[src/rtl/decode_ctrl_stage_pkg.sv]
// ---------------------------------------------------------------------------
// decode_ctrl_stage_pkg
// Shared definitions for the RV32 ID-stage controller:
//   - base opcode constants and the funct3/funct7 codes the decoder inspects
//   - ImmSel / ALUop encodings and Br_Mask bit positions
//   - FSM state type and the packed ID/EX control bundle
// No ports; imported by ctrl_decode_comb and decode_ctrl_stage.
// ---------------------------------------------------------------------------
package decode_ctrl_stage_pkg;

   // Base opcodes (instr[6:0])
   localparam logic [6:0] OPC_LOAD   = 7'b0000011;
   localparam logic [6:0] OPC_STORE  = 7'b0100011;
   localparam logic [6:0] OPC_BRANCH = 7'b1100011;
   localparam logic [6:0] OPC_JAL    = 7'b1101111;
   localparam logic [6:0] OPC_JALR   = 7'b1100111;
   localparam logic [6:0] OPC_OP     = 7'b0110011;
   localparam logic [6:0] OPC_OP_IMM = 7'b0010011;
   localparam logic [6:0] OPC_LUI    = 7'b0110111;
   localparam logic [6:0] OPC_AUIPC  = 7'b0010111;

   // Branch funct3 codes
   localparam logic [2:0] F3_BEQ  = 3'b000;
   localparam logic [2:0] F3_BNE  = 3'b001;
   localparam logic [2:0] F3_BLT  = 3'b100;
   localparam logic [2:0] F3_BGE  = 3'b101;
   localparam logic [2:0] F3_BLTU = 3'b110;
   localparam logic [2:0] F3_BGEU = 3'b111;

   // funct7 marking an M-extension op inside the OP opcode
   localparam logic [6:0] FUNCT7_MULDIV = 7'b0000001;

   // Immediate format select
   localparam logic [2:0] IMM_I = 3'b000;
   localparam logic [2:0] IMM_S = 3'b001;
   localparam logic [2:0] IMM_B = 3'b010;
   localparam logic [2:0] IMM_U = 3'b011;
   localparam logic [2:0] IMM_J = 3'b100;

   // ALU operation class
   localparam logic [1:0] ALU_ADD    = 2'b00;
   localparam logic [1:0] ALU_OP     = 2'b01;
   localparam logic [1:0] ALU_OP_IMM = 2'b10;

   // Br_Mask bit positions
   localparam int BR_BEQ  = 0;
   localparam int BR_BLT  = 1;
   localparam int BR_BNE  = 2;
   localparam int BR_BGE  = 3;
   localparam int BR_BLTU = 4;
   localparam int BR_BGEU = 5;
   localparam int BR_JALR = 6;
   localparam int BR_JAL  = 7;

   typedef enum logic {
      ST_RUN      = 1'b0,
      ST_MDU_WAIT = 1'b1
   } state_e;

   // ID/EX control bundle
   typedef struct packed {
      logic       valid;
      logic       illegal;
      logic       mem_read;
      logic       mem_write;
      logic       reg_write;
      logic       mem_to_reg;
      logic       lui;
      logic       auipc;
      logic       imme;
      logic       mdu;
      logic [2:0] mem_mode;
      logic [2:0] imm_sel;
      logic [2:0] mdu_op;
      logic [1:0] alu_op;
      logic [7:0] br_mask;
      logic [4:0] rd;
      logic [4:0] rs1;
      logic [4:0] rs2;
   } ctrl_t;

   localparam ctrl_t CTRL_BUBBLE = '0;

endpackage

[src/rtl/ctrl_decode_comb.sv]
// ---------------------------------------------------------------------------
// ctrl_decode_comb
// Purely combinational RV32I(+M) opcode/funct decoder.
// Ports:
//   i_instr     in  32  instruction word
//   o_ctrl      out     decoded control bundle (valid=1 always; illegal marked)
//   o_rs1_used  out  1  instruction reads rs1
//   o_rs2_used  out  1  instruction reads rs2
// ---------------------------------------------------------------------------
module ctrl_decode_comb
   import decode_ctrl_stage_pkg::*;
#(
   parameter bit ENABLE_M = 1'b1
) (
   input  logic [31:0] i_instr,
   output ctrl_t       o_ctrl,
   output logic        o_rs1_used,
   output logic        o_rs2_used
);

   logic [6:0] opcode;
   logic [2:0] funct3;
   logic [6:0] funct7;
   logic       illegal;

   assign opcode = i_instr[6:0];
   assign funct3 = i_instr[14:12];
   assign funct7 = i_instr[31:25];

   always_comb begin
      o_ctrl          = CTRL_BUBBLE;
      o_rs1_used      = 1'b0;
      o_rs2_used      = 1'b0;
      illegal         = 1'b0;

      o_ctrl.valid     = 1'b1;
      o_ctrl.rd        = i_instr[11:7];
      o_ctrl.rs1       = i_instr[19:15];
      o_ctrl.rs2       = i_instr[24:20];
      o_ctrl.mem_mode  = funct3;
      o_ctrl.reg_write = 1'b1;
      o_ctrl.imme      = 1'b1;
      o_ctrl.imm_sel   = IMM_I;
      o_ctrl.alu_op    = ALU_ADD;

      case (opcode)
         OPC_LOAD: begin
            o_ctrl.mem_read   = 1'b1;
            o_ctrl.mem_to_reg = 1'b1;
            o_rs1_used        = 1'b1;
         end
         OPC_STORE: begin
            o_ctrl.mem_write = 1'b1;
            o_ctrl.reg_write = 1'b0;
            o_ctrl.imm_sel   = IMM_S;
            o_rs1_used       = 1'b1;
            o_rs2_used       = 1'b1;
         end
         OPC_BRANCH: begin
            o_ctrl.reg_write = 1'b0;
            o_ctrl.imm_sel   = IMM_B;
            o_rs1_used       = 1'b1;
            o_rs2_used       = 1'b1;
            // funct3 010/011 are not branch conditions: decoded with an empty mask
            case (funct3)
               F3_BEQ:  o_ctrl.br_mask[BR_BEQ]  = 1'b1;
               F3_BNE:  o_ctrl.br_mask[BR_BNE]  = 1'b1;
               F3_BLT:  o_ctrl.br_mask[BR_BLT]  = 1'b1;
               F3_BGE:  o_ctrl.br_mask[BR_BGE]  = 1'b1;
               F3_BLTU: o_ctrl.br_mask[BR_BLTU] = 1'b1;
               F3_BGEU: o_ctrl.br_mask[BR_BGEU] = 1'b1;
               default: o_ctrl.br_mask          = 8'h00;
            endcase
         end
         OPC_JAL: begin
            o_ctrl.imm_sel         = IMM_J;
            o_ctrl.br_mask[BR_JAL] = 1'b1;
         end
         OPC_JALR: begin
            o_ctrl.br_mask[BR_JALR] = 1'b1;
            o_rs1_used              = 1'b1;
         end
         OPC_OP: begin
            o_ctrl.imme   = 1'b0;
            o_ctrl.alu_op = ALU_OP;
            o_rs1_used    = 1'b1;
            o_rs2_used    = 1'b1;
            if (funct7 == FUNCT7_MULDIV) begin
               if (ENABLE_M) begin
                  o_ctrl.mdu    = 1'b1;
                  o_ctrl.mdu_op = funct3;
               end else begin
                  illegal = 1'b1;
               end
            end
         end
         OPC_OP_IMM: begin
            o_ctrl.alu_op = ALU_OP_IMM;
            o_rs1_used    = 1'b1;
         end
         OPC_LUI: begin
            o_ctrl.lui     = 1'b1;
            o_ctrl.imm_sel = IMM_U;
         end
         OPC_AUIPC: begin
            o_ctrl.auipc   = 1'b1;
            o_ctrl.imm_sel = IMM_U;
         end
         default: illegal = 1'b1;
      endcase

      // Illegal instructions still occupy a slot (valid=1) so the trap logic
      // downstream sees them, but carry no side-effecting controls.
      if (illegal) begin
         o_ctrl         = CTRL_BUBBLE;
         o_ctrl.valid   = 1'b1;
         o_ctrl.illegal = 1'b1;
         o_ctrl.rd      = i_instr[11:7];
         o_ctrl.rs1     = i_instr[19:15];
         o_ctrl.rs2     = i_instr[24:20];
      end
   end

endmodule

[src/rtl/decode_ctrl_stage.sv]
// ---------------------------------------------------------------------------
// decode_ctrl_stage
// Registered ID stage controller: decode into the ID/EX control register,
// load-use hazard detection, MDU start/done sequencing with timeout,
// stall/flush handling.
// Ports:
//   i_clk, i_rst_n             clock (rising edge), async active-low reset
//   i_Instr, i_valid           IF/ID instruction and its valid
//   i_stall, i_flush           downstream hold / branch kill
//   i_ex_MemRead, i_ex_rd      load-in-EX info for hazard detection
//   i_mdu_done                 MDU completion pulse
//   o_stall_fe                 combinational front-end hold
//   o_mdu_start, o_mdu_err     MDU launch pulse, sticky timeout flag
//   o_ctrl_*, o_illegal        registered control bundle
//   o_rd, o_rs1, o_rs2         registered register indices
// ---------------------------------------------------------------------------
module decode_ctrl_stage
   import decode_ctrl_stage_pkg::*;
#(
   parameter bit          ENABLE_M    = 1'b1,
   parameter int unsigned MDU_TIMEOUT = 64
) (
   input  logic        i_clk,
   input  logic        i_rst_n,
   input  logic [31:0] i_Instr,
   input  logic        i_valid,
   input  logic        i_stall,
   input  logic        i_flush,
   input  logic        i_ex_MemRead,
   input  logic [4:0]  i_ex_rd,
   input  logic        i_mdu_done,
   output logic        o_stall_fe,
   output logic        o_mdu_start,
   output logic        o_mdu_err,
   output logic        o_ctrl_valid,
   output logic        o_illegal,
   output logic        o_ctrl_MemRead,
   output logic        o_ctrl_MemWrite,
   output logic        o_ctrl_RegWrite,
   output logic        o_ctrl_MemToReg,
   output logic        o_ctrl_LUI,
   output logic        o_ctrl_AUIPC,
   output logic        o_ctrl_Imme,
   output logic        o_ctrl_MDU,
   output logic [2:0]  o_ctrl_Mem_Mode,
   output logic [2:0]  o_ctrl_ImmSel,
   output logic [2:0]  o_ctrl_MDU_op,
   output logic [1:0]  o_ctrl_ALUop,
   output logic [7:0]  o_ctrl_Br_Mask,
   output logic [4:0]  o_rd,
   output logic [4:0]  o_rs1,
   output logic [4:0]  o_rs2
);

   localparam logic [7:0] TIMEOUT_CNT = 8'(MDU_TIMEOUT);

   ctrl_t      dec_ctrl;
   logic       rs1_used;
   logic       rs2_used;

   ctrl_t      ctrl_q, ctrl_d;
   state_e     state_q, state_d;
   logic [7:0] cnt_q, cnt_d;
   logic       err_q, err_d;
   logic       mdu_start_q, mdu_start_d;

   logic       load_use;
   logic       mdu_busy;
   logic [7:0] cnt_inc;

   ctrl_decode_comb #(
      .ENABLE_M (ENABLE_M)
   ) u_decode (
      .i_instr    (i_Instr),
      .o_ctrl     (dec_ctrl),
      .o_rs1_used (rs1_used),
      .o_rs2_used (rs2_used)
   );

   assign load_use = i_valid & i_ex_MemRead & (i_ex_rd != 5'd0) &
                     ((rs1_used & (i_ex_rd == dec_ctrl.rs1)) |
                      (rs2_used & (i_ex_rd == dec_ctrl.rs2)));

   // The done cycle is not a busy cycle: the instruction waiting in IF/ID is
   // accepted on that edge, so a done k cycles after start costs k bubbles.
   assign mdu_busy   = (state_q == ST_MDU_WAIT) & ~i_mdu_done;
   assign o_stall_fe = (load_use | mdu_busy) & ~i_flush;
   assign cnt_inc    = cnt_q + 8'd1;

   always_comb begin
      state_d     = state_q;
      cnt_d       = cnt_q;
      err_d       = err_q;
      ctrl_d      = ctrl_q;
      mdu_start_d = 1'b0;

      if (!i_stall) begin
         // An in-flight MDU op keeps retiring even across a flush.
         if (state_q == ST_MDU_WAIT) begin
            cnt_d = cnt_inc;
            if (i_mdu_done) begin
               state_d = ST_RUN;
            end else if (cnt_inc == TIMEOUT_CNT) begin
               err_d   = 1'b1;
               state_d = ST_RUN;
            end
         end

         if (i_flush || mdu_busy || load_use || !i_valid) begin
            ctrl_d = CTRL_BUBBLE;
         end else begin
            ctrl_d = dec_ctrl;
            if (dec_ctrl.mdu) begin
               mdu_start_d = 1'b1;
               state_d     = ST_MDU_WAIT;
               cnt_d       = 8'd0;
            end
         end
      end
   end

   always_ff @(posedge i_clk or negedge i_rst_n) begin
      if (!i_rst_n) begin
         ctrl_q      <= CTRL_BUBBLE;
         state_q     <= ST_RUN;
         cnt_q       <= 8'd0;
         err_q       <= 1'b0;
         mdu_start_q <= 1'b0;
      end else begin
         ctrl_q      <= ctrl_d;
         state_q     <= state_d;
         cnt_q       <= cnt_d;
         err_q       <= err_d;
         mdu_start_q <= mdu_start_d;
      end
   end

   assign o_mdu_start     = mdu_start_q;
   assign o_mdu_err       = err_q;
   assign o_ctrl_valid    = ctrl_q.valid;
   assign o_illegal       = ctrl_q.illegal;
   assign o_ctrl_MemRead  = ctrl_q.mem_read;
   assign o_ctrl_MemWrite = ctrl_q.mem_write;
   assign o_ctrl_RegWrite = ctrl_q.reg_write;
   assign o_ctrl_MemToReg = ctrl_q.mem_to_reg;
   assign o_ctrl_LUI      = ctrl_q.lui;
   assign o_ctrl_AUIPC    = ctrl_q.auipc;
   assign o_ctrl_Imme     = ctrl_q.imme;
   assign o_ctrl_MDU      = ctrl_q.mdu;
   assign o_ctrl_Mem_Mode = ctrl_q.mem_mode;
   assign o_ctrl_ImmSel   = ctrl_q.imm_sel;
   assign o_ctrl_MDU_op   = ctrl_q.mdu_op;
   assign o_ctrl_ALUop    = ctrl_q.alu_op;
   assign o_ctrl_Br_Mask  = ctrl_q.br_mask;
   assign o_rd            = ctrl_q.rd;
   assign o_rs1           = ctrl_q.rs1;
   assign o_rs2           = ctrl_q.rs2;

endmodule
[config.mk]
export PLATFORM = sky130hd
export DESIGN_NAME = decode_ctrl_stage
export DESIGN_NICKNAME = d
export VERILOG_FILES = /design/src/rtl/decode_ctrl_stage_pkg.sv /design/src/rtl/ctrl_decode_comb.sv /design/src/rtl/decode_ctrl_stage.sv
export SDC_FILE = /design/constraint.sdc
export NUM_CORES = 1
export LEC_CHECK = 0
export CORE_MARGIN = 8
export CORE_UTILIZATION = 39
export DETAILED_ROUTE_END_ITERATION = 12
export HOLD_SLACK_MARGIN = 0.1
export PLACE_DENSITY_LB_ADDON = 0.08
export SKIP_CTS_REPAIR_TIMING = 1
export SLEW_MARGIN = 30
export SYNTH_ARGS = -nofsm -noshare
export SYNTH_HDL_FRONTEND = slang
export SYNTH_SLANG_ARGS = --single-unit
[constraint.sdc]
create_clock -name i_clk -period 4.35 [get_ports i_clk]
set_input_delay 0.6525 -clock i_clk [delete_from_list [all_inputs] [get_ports i_clk]]
set_output_delay 0.6525 -clock i_clk [all_outputs]
set_load 0.01 [all_outputs]
After elaboration in Yosys (flattened, before gate mapping)
Index checks and enable logic that the tools add are counted.
- reduce and logical (&&, ||, !) cells: 12
- equality and inequality tests: 18
- add/subtract/negate cells: 1
- mux-type cells: 35
- bitwise gates (word level): 12
- operators by type and width (kind ; number):
    $mux 44 ; 1
    $mux 43 ; 1
    $mux 1 ; 24
    $mux 8 ; 3
    $eq 7x6->1 const B ; 3
    $eq 7x7->1 const B ; 3
    $eq 7x5->1 const B ; 2
    $eq 3x3->1 const B ; 4
    $pmux 3 s4 ; 1
    $eq 5x5->1 ; 2
    $reduce_or 9->1 ; 1
    $add 8x1->8 const B ; 1
    $eq 8x7->1 const B ; 1
    $and 1x1->1 ; 7
    $eq 7x1->1 const B ; 1
    $eq 7x2->1 const B ; 1
    $mux 3 ; 2
    $mux 6 ; 1
    $reduce_or 6->1 ; 1
    $reduce_bool 5->1 ; 1
    $pmux 2 s2 ; 1
    $reduce_and 4->1 ; 1
    $reduce_or 2->1 ; 2
    $eq 3x1->1 const B ; 1
    other kinds (7) ; 12
- flip-flop bits (word level): 55
- output and inout port bits: 47
- word-level logic and storage cells: 100
- input bits: 44

Depth between registers and ports, before layout
- depth in word-level cells: 12
- gate-level depth with buffers: 7

Cells and area by module
Synthesis repeated with hierarchy kept, for this count alone.
- cell total of the unflattened synthesis: 265
- area total of the unflattened synthesis: 2956.6 µm²
- by module, submodules not included (module ; area each (µm²) ; sequential area each (µm²) ; times used ; cells each):
    decode_ctrl_stage ; 2403.6 ; 1376.3 ; 1 ; 192
    ctrl_decode_comb ; 553.0 ; 0.0 ; 1 ; 73

Worst setup path before layout
OpenSTA, ideal clock, no wires.
- kind: input port to output port
- from: input port i_Instr[3]
- to: output port o_stall_fe
- data required time: 3.697 ns
- slack: 1.750 ns
- buffers on the path: 1
- stages: 7
- arrival: 1.948 ns
- cell sequence: nand3b_1 -> nor3_1 -> o221a_2 -> and2_4 -> buf_6 -> nor2_1 -> nor2_1
- longest elaborated chain between the ends: 8
- elaborated cells between the ends (all ways): 16
- those cells by class: eq/ne (6); mux (2); bitwise (6); reduce/logical (2)
- ends and longest elaborated chain (item ; line ; RTL):
    start: declaration ; decode_ctrl_stage.sv:25 ; input logic [31:0] i_Instr,
    $eq 7x2->1, or another cell as far along ; ctrl_decode_comb.sv:46 ; case (opcode)
    $reduce_or 6->1 (no source line) / $reduce_or 3->1 (equally long branches) ; -- ;
    $mux 1 ; ctrl_decode_comb.sv:46 ;
    $and 1x1->1 (on tied branches) ; decode_ctrl_stage.sv:81, decode_ctrl_stage.sv:82 ;
    $or 1x1->1 * ; decode_ctrl_stage.sv:81 ; ((rs1_used & (i_ex_rd == dec_ctrl.rs1)) |
    $and 1x1->1 * ; decode_ctrl_stage.sv:80 ; assign load_use = i_valid & i_ex_MemRead & (i_ex_rd != 5'd0) &
    $or 1x1->1 * ; decode_ctrl_stage.sv:87 ; assign o_stall_fe = (load_use | mdu_busy) & ~i_flush;
    $and 1x1->1 * ; decode_ctrl_stage.sv:87 ;
    end: declaration ; decode_ctrl_stage.sv:32 ; output logic o_stall_fe,
Mark *: on every way between the ends. The rest lies on a longest branch, timed or not.

Worst setup path after layout
- from: input port i_Instr[0]
- to: output port o_stall_fe
Same word-level chain as after synthesis.

==> flow_summary.json <==
{
  "status": "finished clean",
  "grt_overflow": 0,
  "stdcell_area_sq_mm": 0.00348,
  "wl_per_cell_microns": 16.6,
  "setup_tns_ns": 0,
  "period_needed_ns": 3.76,
  "clock-sinks": 53,
  "grt_pass1_wl_mm": 10.7,
  "antenna_cells": 0,
  "p_switching_mw": 0.221,
  "critPathRequiredTime_ns": 3.70,
  "clkTransAtPathRegs_ns": 0.09,
  "met1_length_mm": 2.88,
  "swShare_pct": 24.3,
  "wl_met2_mm": 2.95,
  "cts.path.max_buffers": 2,
  "drv_slew": 0,
  "crit_family": "buffers and inverters",
  "async_flop_share_pct": 100,
  "relSlewSlack_pct": 56.0,
  "fin_skew_ns": 0.00542,
  "drt_iter0_drc": 73,
  "antenna_found_initial": 0,
  "hpwlAfterDp_mm": 4.96,
  "slowest_delay_ns": 0.54,
  "p_per_area_mw_per_mm2": 261,
  "fin_nets": 363,
  "ys_seq_area_share_pct": 54.6,
  "cts_tree": "done",
  "drc": 0,
  "cts_max_level": 2,
  "seqPwrFrac_pct": 56.0,
  "ys_ff_latch": 53,
  "total_power_mw": 0.910,
  "fp.dieH_microns": 94.9,
  "viasPerCell": 5.28,
  "synth-main-ff-cell": "dfrtp_1",
  "syn_inst": 228,
  "layout-drive-gt1-share_pct": 5.33,
  "io_pins": 91,
  "dp.cells": 385,
  "die_w_microns": 94.9,
  "grt_start_max_net_pins": 54,
  "cts_root_buf": "clkbuf_8",
  "grtUsageTotal_pct": 14.9,
  "place_area_sq_mm": 0.00338,
  "intPower_mw": 0.689,
  "cp.arrival_ns": 3.11,
  "hold_viol": 0,
  "yosysUniqueCellTypes": 43,
  "synth_area_leaders": "dfrtp_1, a22o_1, nand2_1",
  "layoutNonFillerInstCount": 394,
  "crit_path_cell_trace": "clkdlybuf4s50_1 -> nor4bb_1 -> nand4_1 -> o22ai_1 -> and2_4 -> nor2_1 -> nor2_1 -> clkdlybuf4s50_1",
  "power_frac_comb_pct": 14.2,
  "core-area_sq_mm": 0.00596,
  "seq_area_sq_mm": 0.00133,
  "final.period_utilization_pct": 86.4,
  "synth_top_area_share_pct": 54.6,
  "end_kind": "primary output",
  "antenna_left": 0,
  "tightest_slew_ns": 0.660,
  "clock.fmax_mhz": 266,
  "synth_commonest_cells": "dfrtp_1, nand2_1, a22o_1",
  "gp_congestion": 0.787,
  "yosys_warnings": 0,
  "hp-class": "input pin to async pin",
  "clkPwrFrac_pct": 29.8,
  "path_class": "input pin to primary output",
  "vias": 2082,
  "p_leak_nw": 1.46,
  "synth_edf_count": 0,
  "nFillCells": 560,
  "wirelength_mm": 6.55,
  "firstDrtPassIters": 4,
  "grt_pass1_vias": 2160,
  "cp_num_buf_inv": 2,
  "peakVddDrop_mv": 0.113,
  "path_max_fanout": 8,
  "syn-num-nets": 273,
  "synth_most_common_cell": "dfrtp_1",
  "top_layer_used": "met4",
  "io_buffers": 90,
  "critical_path.startpoint_type": "input pin",
  "synth.largest_area_cell": "dfrtp_1",
  "slowest_stage": "clkdlybuf4s50_1",
  "multi_input_area_sq_mm": 0.00103,
  "rsz0062_at_grt": "false",
  "num_rows": 28,
  "wl_met3_microns": 611,
  "cp-startpoint": "i_Instr[0]",
  "start_util_pct": 40.8,
  "dieArea_sq_mm": 0.00901,
  "regToRegStartpoint": "state_q",
  "cts_buffers": 5,
  "syn_avg_cell_area_sq_um": 10.7,
  "area_growth_pct": 43.4,
  "synth_area_sq_mm": 0.00243,
  "finalSetupViolations": 0,
  "clock_latency_ns": 0.30,
  "maxCapViolations": 0
}
## metal layers
metal,track usage (%),vias to the layer above
met2,23.1,74
li1,-,1002
met4,5.07,0
met1,18.7,998
met5,0,-
met3,5.48,8
## registers in the layout, summed over array words and instances (netlist names)
signal,flops
o_ctrl_ALUop,2
o_ctrl_Mem_Mode,3
o_rs1,5
o_ctrl_MemWrite,1
o_mdu_err,1
o_ctrl_AUIPC,1
cnt_q,8
o_ctrl_MemRead,1
o_rd,5
o_ctrl_ImmSel,3
o_illegal,1
o_ctrl_Br_Mask,7
o_rs2,5
o_mdu_start,1
o_ctrl_MDU_op,3
o_ctrl_LUI,1
o_ctrl_Imme,1
o_ctrl_RegWrite,1
o_ctrl_MDU,1
state_q,1
o_ctrl_valid,1
## worst reg2reg max path: stages (launching register included)
cell and delay, ns:
dfrtp_1 0.45, nor2b_1 0.24, or3b_2 0.52, a21oi_2 0.35, buf_4 0.32, a32o_1 0.22
## cells in the final DEF, fill, tap and decap left out, types with 2 or more instances in the layout
cell type        instances
buf_2                    2
nand4_1                  4
nor2b_1                  4
o31ai_1                  5
a22o_1                  24
clkbuf_1                 2
o21ai_0                  9
and2_1                   2
nand2b_1                 2
nor3_1                   7
o2bb2ai_1                2
xnor2_1                 12
a21o_1                   2
nor4bb_1                 2
clkbuf_8                 5
nand3b_1                 2
nand3_1                  8
nor2_1                  14
xor2_1                   3
and3_1                   2
dfrtp_1                 53
a32o_1                   2
buf_4                    3
inv_1                    4
clkdlybuf4s50_1         88
or3_1                    2
nand2_1                 33
o22ai_1                  2
## cells by family (layout without fill, tap and decap cells)
kind of cell	count (synthesis)	after routing	share of synthesized area, %
AND/OR/NAND/NOR	89	89	18.8
AO/OA/AOI/OAI	55	55	17.8
flip-flops	53	53	54.6
XOR/XNOR	15	15	5.41
buffers and inverters	15	106	2.94
adder cells (fa/ha/maj)	1	1	0.515
## metrics by stage
| stage | util (%) | hold slack [ns] | setup slack, ns |
|---|---|---|---|
| 2_1_floorplan | - | 0.357 | 1.75 |
| 3_3_place_gp | 56.7 | 0.463 | 0.728 |
| 3_5_place_dp | 56.7 | 0.468 | 0.598 |
| 4_1_cts | 58.2 | 0.488 | 0.577 |
| 5_1_grt | 58.5 | 0.498 | 0.425 |
| 6_report | 58.5 | 0.454 | 0.590 |
## final cells by class
type / count / area share [%]
timing repair buffer: 94 / 26.8
clock buffer: 7 / 2.19
tap: 75 / 2.69
clock inverter: 1 / 0.216
sequential: 53 / 38.1
inverter: 4 / 0.431
multi-input combinational: 160 / 29.6
## power groups by stage
| stage | Clock, mW | Sequential, mW | Combinational (mW) |
|---|---|---|---|
| after global routing | 0.300 | 0.511 | 0.141 |
| after detailed placement | 0 | 0.519 | 0.129 |
| after global placement | 0 | 0.519 | 0.128 |
| after floorplan | 0 | 0.523 | 0.0359 |
| after CTS | 0.280 | 0.510 | 0.129 |
| final | 0.272 | 0.509 | 0.129 |
## worst paths after layout
path	endpoint	cells past startpoint	slack, ns
worst min register to register	o_mdu_err	1	0.48
worst max register to register	o_ctrl_MemWrite	5	2.18
max in group asynchronous	o_rs2[0]	2	3.45
worst min-delay path	o_ctrl_Br_Mask[0]	2	0.45
min in group i_clk	o_mdu_err	1	0.48
worst max-delay path	o_stall_fe	8	0.59
(Power assumes the default switching activity.)
